File: src/rtl/exec_mem_pkg.sv
// Shared constants for the execute/memory slice and the upstream control decoder.
// The ALU opcode encoding is defined once here so both sides agree on it.
package exec_mem_pkg;

    localparam int DATA_W = 32;

    localparam logic [2:0] ALU_AND = 3'b000;
    localparam logic [2:0] ALU_OR  = 3'b001;
    localparam logic [2:0] ALU_ADD = 3'b010;
    localparam logic [2:0] ALU_SUB = 3'b110;
    localparam logic [2:0] ALU_SLT = 3'b111;

endpackage

File: src/rtl/exec_mem_unit_alu_core.sv
// Combinational 32-bit ALU with zero flag.
// Opcodes not listed in the package produce a zero result.
module alu_core
    import exec_mem_pkg::*;
(
    input  logic [DATA_W-1:0] i_a,
    input  logic [DATA_W-1:0] i_b,
    input  logic [2:0]        i_op,
    output logic [DATA_W-1:0] o_result,
    output logic              o_zero
);

    logic              w_slt;
    logic [DATA_W-1:0] w_result;

    assign w_slt = ($signed(i_a) < $signed(i_b));

    always_comb begin
        w_result = '0;
        case (i_op)
            ALU_AND: w_result = i_a & i_b;
            ALU_OR:  w_result = i_a | i_b;
            ALU_ADD: w_result = i_a + i_b;
            ALU_SUB: w_result = i_a - i_b;
            ALU_SLT: w_result = {{(DATA_W-1){1'b0}}, w_slt};
            default: w_result = '0;
        endcase
    end

    assign o_result = w_result;
    assign o_zero   = (w_result == '0);

endmodule

File: src/rtl/exec_mem_unit.sv
// Execute/memory slice: ALU, branch-target adder and word-addressed data memory.
// The memory is indexed by the ALU result; byte-offset and upper address bits are ignored.
module exec_mem_unit
    import exec_mem_pkg::*;
#(
    parameter int MEM_WORDS = 64
)
(
    input  logic              clk,
    input  logic              rst,
    input  logic [DATA_W-1:0] alu_a,
    input  logic [DATA_W-1:0] alu_b,
    input  logic [2:0]        alu_control,
    output logic [DATA_W-1:0] alu_out,
    output logic              zero,
    input  logic [DATA_W-1:0] pc_plus4,
    input  logic [DATA_W-1:0] branch_offset,
    output logic [DATA_W-1:0] branch_target,
    input  logic              mem_write,
    input  logic              mem_read,
    input  logic [DATA_W-1:0] write_data,
    output logic [DATA_W-1:0] read_data
);

    localparam int ADDR_BITS = $clog2(MEM_WORDS);

    logic [DATA_W-1:0]    r_mem [MEM_WORDS];
    logic [ADDR_BITS-1:0] w_idx;
    logic                 w_unused_addr;

    alu_core u_alu_core (
        .i_a      (alu_a),
        .i_b      (alu_b),
        .i_op     (alu_control),
        .o_result (alu_out),
        .o_zero   (zero)
    );

    assign branch_target = pc_plus4 + {branch_offset[DATA_W-3:0], 2'b00};

    assign w_idx = alu_out[ADDR_BITS+1:2];

    // Aliasing is intentional: these bits take no part in addressing.
    assign w_unused_addr = ^{alu_out[DATA_W-1:ADDR_BITS+2], alu_out[1:0],
                             branch_offset[DATA_W-1:DATA_W-2]};

    // Every word is cleared while reset is high, which also discards any pending write.
    always_ff @(posedge clk or posedge rst) begin
        if (rst) begin
            for (int i = 0; i < MEM_WORDS; i++) begin
                r_mem[i] <= '0;
            end
        end else if (mem_write) begin
            r_mem[w_idx] <= write_data;
        end
    end

    assign read_data = mem_read ? r_mem[w_idx] : '0;

endmodule

File: config.mk
export PLATFORM = sky130hd
export DESIGN_NAME = exec_mem_unit
export DESIGN_NICKNAME = d
export VERILOG_FILES = /design/src/rtl/exec_mem_pkg.sv /design/src/rtl/exec_mem_unit_alu_core.sv /design/src/rtl/exec_mem_unit.sv
export SDC_FILE = /design/constraint.sdc
export NUM_CORES = 2
export LEC_CHECK = 0
export CAP_MARGIN = 40
export CORE_MARGIN = 10
export CORE_UTILIZATION = 60
export DETAILED_ROUTE_END_ITERATION = 8
export PLACE_DENSITY = 0.83
export REMOVE_ABC_BUFFERS = 1
export SYNTH_ARGS = -nofsm -noshare
export SYNTH_HDL_FRONTEND = slang
export SYNTH_SLANG_ARGS = --single-unit
export TNS_END_PERCENT = 50
File: constraint.sdc
create_clock -name clk -period 88.1 [get_ports clk]
set_input_delay 17.62 -clock clk [delete_from_list [all_inputs] [get_ports clk]]
set_output_delay 17.62 -clock clk [all_outputs]
set_load 0.02 [all_outputs]
* Word level (Yosys, flattened, before mapping)
Index checks and enable logic that the tools add are counted.
Operators by class: add/sub/neg operators 3, multipliers 0, divide/modulo/power cells 0, order comparisons 3, equality and inequality tests 4, shifts and indexed selects 0, mux-type cells 8, bitwise operators 3, reductions and logical operators 3
Operators by type and width (count):
- 2048-bit bitwise mux | 1
- 32-bit binary-select mux with 6-bit select | 1
- 32-bit demux with 6-bit select | 1
- 32-bit case mux with 5 select lines | 1
- 32-bit 2-to-1 mux | 4
- 32-bit adder | 2
- 32-bit bitwise AND | 1
- 32-bit zero test | 1
- 32-bit less-than comparator | 1
- 32-bit bitwise OR | 1
- 32-bit subtractor | 1
- 7-bit greater-or-equal comparator (second input constant) | 1
- 7-bit by 1-bit less-than comparator with 1-bit output (second input constant) | 1
- 6-bit inverter with 7-bit output | 1
- 3-bit == test (second input constant) | 2
- 3-bit by 1-bit == test with 1-bit output (second input constant) | 1
- 3-bit by 2-bit == test with 1-bit output (second input constant) | 1
- 3-bit zero test | 1
- 1-bit logical AND | 1
Storage, ports and cells: flip-flop bits (word level) 2048, latch bits 0, bits in writable memories 0, bits in read-only memories 0, input bits 167, output and inout bits 97, logic and storage cells 88, memories 0

* Depth between registers and ports, before layout
depth in word-level cells 8, gate-level depth with buffers 21, mapped depth without buffers 16

* Cells and area by module
From an unflattened synthesis, not the netlist that was laid out.
Second synthesis, totals: cells, all modules 7146, area, all modules 98821.0 um^2
Modules (own cells, without submodules):
- exec_mem_unit | instances 1, cells an instance 6345, area each 93619.8 um^2, sequential area each 51249.2 um^2
- alu_core | instances 1, cells an instance 801, area each 5201.2 um^2, sequential area each 0.0 um^2

* Least setup slack after synthesis
Ideal clock, no wire load.
kind input -> output, from in alu_a[0], to out read_data[18], arrival 21.265 ns, required time 70.480 ns, path slack 49.215 ns, stages on the path 19, buffers on the path 5, cell sequence inv_1 ha_1 inv_1 fa_1 nor2b_1 nor2_1 o21ba_2 o221a_2 o21a_1 inv_2 buf_2 buf_2 buf_2 buf_2 buf_1 nand2_1 nand3_1 a311oi_1 nor4_1
On the way: cells in the longest elaborated chain, start to end 7, elaborated cells on any way between the ends 8, classes of those cells 2 x add/sub; 5 x mux; 1 x bitwise
Ends and longest elaborated chain:
- start: declaration | line exec_mem_unit.sv:11 | input logic [DATA_W-1:0] alu_a,
- 32-bit subtractor or 32-bit adder (tied branches) | line exec_mem_unit_alu_core.sv:24, exec_mem_unit_alu_core.sv:23
- 32-bit case mux with 5 select lines (*) | line exec_mem_unit_alu_core.sv:20 | case (i_op)
- net alu_out[4] | line exec_mem_unit.sv:14 | output logic [DATA_W-1:0] alu_out,
- 6-bit inverter with 7-bit output (not written as such) (*) | line exec_mem_unit.sv:58 | assign read_data = mem_read ? r_mem[w_idx] : '0;
- 32-bit binary-select mux with 6-bit select (*) | line exec_mem_unit.sv:58
- 32-bit 2-to-1 mux (not written as such) (*) (2 in series) | line exec_mem_unit.sv:58
- 32-bit 2-to-1 mux (*) | line exec_mem_unit.sv:58
- end: declaration | line exec_mem_unit.sv:22 | output logic [DATA_W-1:0] read_data
Mark *: on every way through the listed nets, which the timed path passes. The rest lies on a longest branch. The select of a mux whose other input is x is not followed.

* Worst setup path after layout
from in alu_control[0], to out read_data[10]
On the way: cells in the longest elaborated chain, start to end 7, elaborated cells on any way between the ends 11, classes of those cells 4 x eq/ne; 5 x mux; 1 x bitwise; 1 x reduce/logical
Ends and longest elaborated chain:
- start: declaration | line exec_mem_unit.sv:13 | input logic [2:0] alu_control,
- 3-bit == test (tied with other cells) | line exec_mem_unit_alu_core.sv:20
- 32-bit case mux with 5 select lines (*) | line exec_mem_unit_alu_core.sv:20
- 6-bit inverter with 7-bit output (not written as such) (*) | line exec_mem_unit.sv:58
- 32-bit binary-select mux with 6-bit select (*) | line exec_mem_unit.sv:58
- 32-bit 2-to-1 mux (not written as such) (*) (2 in series) | line exec_mem_unit.sv:58
- 32-bit 2-to-1 mux (*) | line exec_mem_unit.sv:58
Every way passes the cells marked *; elsewhere a longest branch is shown, timed or not. The select of a mux whose other input is x is not followed.

==> impl.org <==
** Synth
- In this run the biggest area consumer among cell types represents 50.3% of the synthesized area.
- Part of the Yosys area used for sequential elements :: 50.3%
- After synthesis, the cell types taking the most area are sky130_fd_sc_hd__dfrtp_1, sky130_fd_sc_hd__mux2_2, sky130_fd_sc_hd__nand2_1.
- Cell type with the largest total area after synthesis :: sky130_fd_sc_hd__dfrtp_1
- In this run the cell area of the synthesized design comes to 102000 sq um.
- Of all flip-flops after synthesis, the portion carrying an async set or reset was 100%.
- Average cell area after synthesis :: 11.2 sq um
- Library cells used by synthesis :: 80
- Main flop type after synthesis :: sky130_fd_sc_hd__dfrtp_1
- The synthesized design contains 0 enable-type register cells.
- Flops & latches, synth :: 2048
- The Yosys step of the flow raised 0 warnings.
- Number of cells produced by synthesis :: 9100
- Top cell types by occurrence after synthesis :: sky130_fd_sc_hd__dfrtp_1, sky130_fd_sc_hd__mux2_2, sky130_fd_sc_hd__nand2_1
- sky130_fd_sc_hd__dfrtp_1 is the most common cell in the netlist.

** Clock tree
- CTS built an H-tree with a depth of 4.
- Setup bufs post-CTS :: 0
- Buffers inserted during clock tree synthesis total 193.
- Root cell of the clock tree :: sky130_fd_sc_hd__clkbuf_16
- No sink is reached through more buffers than the 3 on the longest clock path.
- Clock tree synthesis found a total of 2048 sinks.
- Post-CTS repair changed the size of 0 cells.
- CTS tree :: yes
- After clock tree synthesis, the clock-pin slew on the worst setup and hold paths is 0.06 ns.
- For this design, the CTS-stage hold fixing added 0 buffers.
- At the later pin of the worst-skew pair, clock insertion delay measures 0.84 ns.

** Route
- Dividing the detail-routed wire length by the instance count gives 27.2 microns.
- Dividing the detail-routed via count by the number of cells gives 6.75.
- After detailed routing, the number of remaining DRC violations is 0.
- Before antenna repair, the detailed router went through 6 iterations.
- In this run the remaining antenna-violating nets after routing total 0.
- Wirelength, routed :: 307 mm
- Summing over every cut layer, the via total after detailed routing is 76251.
- Number of DRC violations after detailed-routing iteration 0 :: 8884

** Critical path
- Startpoint types :: input port
- Max stage delay on crit path :: 0.80 ns
- Most common cell on crit path :: sky130_fd_sc_hd__buf_4
- Along the worst path, the maximum fanout reaches 66.
- In this run the worst setup path begins at alu_control[0].
- Slowest stage cell, crit path :: sky130_fd_sc_hd__buf_4
- The worst setup path is captured at an output port.
- The critical path goes through clkdlybuf4s50_1, buf_4, inv_1, nand2_1, buf_4, nor2_1, a221oi_1, o21a_4, buf_4, buf_4, buf_4, buf_4, mux2i_1, mux4_2, nand2_1, o31ai_1, a22oi_1, and3_1, clkdlybuf4s50_1.
- By startpoint and endpoint, the worst setup path is classified as in -> out.
- Data arrival time of the worst path :: 25.73 ns
- Required time of the critical path :: 70.48 ns
- Source of the worst register-to-register timing path :: r_mem[447]

** Placed design
- Buffers placed on the I/O ports in this run total 257.
- The placed instances occupy a cell area of 106000 sq um.
- Total half-perimeter wirelength after legalization and detailed placement :: 177 mm
- The congestion estimate from routability-driven global placement came to 0.879.

** STA
- Slew margin rel. :: 26.5%
- Setup violations remaining at the end of the flow were counted as 0.
- Static timing analysis puts the maximum clock frequency at 0.0231 GHz.
- Portion of the clock cycle consumed by the worst path in the final layout :: 49.2%
- Setup repair after global routing left no endpoint under its margin.
- At the pin with the least slew margin, the transition time is 1.10 ns.
- The number of pins exceeding their max-slew limit in the final report came to 0.
- Setup total negative slack on the finished layout was measured at 0 ns.
- The final number of hold-violating endpoints was 0.
- For the finished layout, the period the worst path requires is 43.35 ns.
- Worst Skew :: 0 ns

** Layout
- Of the cells placed in the final design, the portion with a size suffix greater than 1 is 30.4%.
- Filler cell count :: 11562
- Utilization after layout :: 66.8%
- Ranked by flip-flop count, first place goes to r_mem.
- Flip-flop count of the largest register after layout :: 2048
- Largest registers in the final layout :: r_mem: 2048 flops
- In the final design database the tool counted 9221 nets.
- Final Instance Area :: 113000 sq um
- Compared with the post-synthesis result, the final layout area differs by 10.9%.

** Floorplan
- Measured along the x axis, the die boundary spans 432 microns.
- In this run the vertical extent of the chip is 432 microns.
- The floorplan step defined a die boundary enclosing 187000 sq um.
- I/O Pins :: 264
- Placeable core area :: 169000 sq um
- Starting density of the core :: 60.2%
- FP Rows :: 151

** Pwr
- The design draws 2730 uW.
- Power per cell area :: 24.2 nW/um^2
- In this run the static leakage power is 0.0524 uW.
- Across the VDD grid, the largest voltage drop is 26.4 uV.

** Global routing
- The via count of the first global-routing pass is 77905.
- The total overflow left after global routing is 0.
- Global routing used 32.0% of the available tracks across all layers.
- Number of antenna violations at the first check in global routing :: 8
- The first global-routing pass estimated 467 mm of wire.
- Entering global routing, the biggest net connects 193 pins.

** Job
- Number of violations of the max-capacitance limit :: 0

** Hold path
- The worst hold path begins at r_mem[1437].
- The min-delay analysis places its worst path in the category reg -> reg.

** Status
- Status :: completed
-- placed cells by master, fill, tap and decap left out, types with 15 or more instances in the layout --
master,instances
sky130_fd_sc_hd__or3_1,21
sky130_fd_sc_hd__and3_1,225
sky130_fd_sc_hd__o311ai_0,25
sky130_fd_sc_hd__xnor2_1,43
sky130_fd_sc_hd__clkbuf_1,55
sky130_fd_sc_hd__buf_4,147
sky130_fd_sc_hd__a211oi_1,28
sky130_fd_sc_hd__a31oi_1,15
sky130_fd_sc_hd__ha_1,128
sky130_fd_sc_hd__inv_1,105
sky130_fd_sc_hd__a311oi_1,297
sky130_fd_sc_hd__nor2_1,77
sky130_fd_sc_hd__mux4_2,51
sky130_fd_sc_hd__clkbuf_8,47
sky130_fd_sc_hd__nor2b_1,15
sky130_fd_sc_hd__buf_12,36
sky130_fd_sc_hd__nand2b_1,22
sky130_fd_sc_hd__nand2_1,1756
sky130_fd_sc_hd__a31o_2,16
sky130_fd_sc_hd__a21oi_1,76
sky130_fd_sc_hd__nand3_1,550
sky130_fd_sc_hd__nor2_4,37
sky130_fd_sc_hd__buf_16,20
sky130_fd_sc_hd__nor3_1,33
sky130_fd_sc_hd__buf_2,47
sky130_fd_sc_hd__nor4_1,15
sky130_fd_sc_hd__a21o_1,26
sky130_fd_sc_hd__dfrtp_1,2048
sky130_fd_sc_hd__clkinv_2,25
sky130_fd_sc_hd__mux2i_1,209
sky130_fd_sc_hd__clkbuf_16,197
sky130_fd_sc_hd__clkdlybuf4s50_1,223
sky130_fd_sc_hd__o31ai_1,60
sky130_fd_sc_hd__o21ai_0,62
sky130_fd_sc_hd__nand2_2,29
sky130_fd_sc_hd__mux2_2,2041
-- kinds of logic after synthesis --
| kind of cell | count (synthesis) | synth area share (%) |
|---|---|---|
| adder cells (fa/ha/maj) | 131 | 1.63 |
| XOR/XNOR | 51 | 0.439 |
| AND/OR/NAND/NOR | 2834 | 12.1 |
| AO/OA/AOI/OAI | 761 | 5.83 |
| flip-flops | 2048 | 50.3 |
| multiplexers | 2312 | 25.9 |
| buffers and inverters | 963 | 3.80 |
-- worst max-delay path: cells and delay by family --
kind            cells  cell delay [ns]
buf+inv             9             4.80
simple gates        4             0.85
mux                 2             0.67
compound gates      4             1.57
-- where the power goes --
group | leakage, uW | internal, uW | total (uW) | switching, uW
combinational | 0.0217 | 295 | 642 | 347
clock | 0.00314 | 480 | 843 | 363
sequential | 0.0276 | 1140 | 1250 | 110
total | 0.0524 | 1910 | 2730 | 820
-- path summary, 6_finish.rpt --
path                                  to  slack (ns)  cells after the start
max                        read_data[10]       44.75                     19
min                          r_mem[1437]        0.49                      1
max reg2reg                   r_mem[447]       87.26                      1
min reg2reg                  r_mem[1437]        0.49                      1
max in group asynchronous    r_mem[1404]       66.79                      7
min in group asynchronous     r_mem[354]       17.39                      2
-- through the flow --
step | worst slack [ns] | hold WS (ns) | instances
floorplan | -8.68 | 0.458 | 8249
global placement | 45.01 | 0.467 | 10881
detailed placement | 44.91 | 0.475 | 10946
CTS | 44.89 | 0.489 | 11294
global route | 44.46 | 0.509 | 11295
finish | 44.75 | 0.487 | 11298
-- routing by layer --
metal	wire length, microns	vias up	GRT usage [%]
met2	140000	4621	49.6
met4	21200	8	20.0
met1	114000	38832	40.8
met5	53	-	0
met3	31500	1102	7.27
li1	-	31688	-
-- final cells by class --
cell class | count | area [sq um] | share of cell area, %
tap | 2218 | 2780 | 2.46
clock buffer | 299 | 5780 | 5.12
sequential | 2048 | 51200 | 45.4
timing repair buffer | 479 | 4920 | 4.36
multi-input combinational | 6089 | 47100 | 41.7
inverter | 112 | 450 | 0.399
clock inverter | 49 | 582 | 0.515
antenna | 4 | 10.0 | 0.00887
Note: power is estimated with default switching activity, not from simulation.
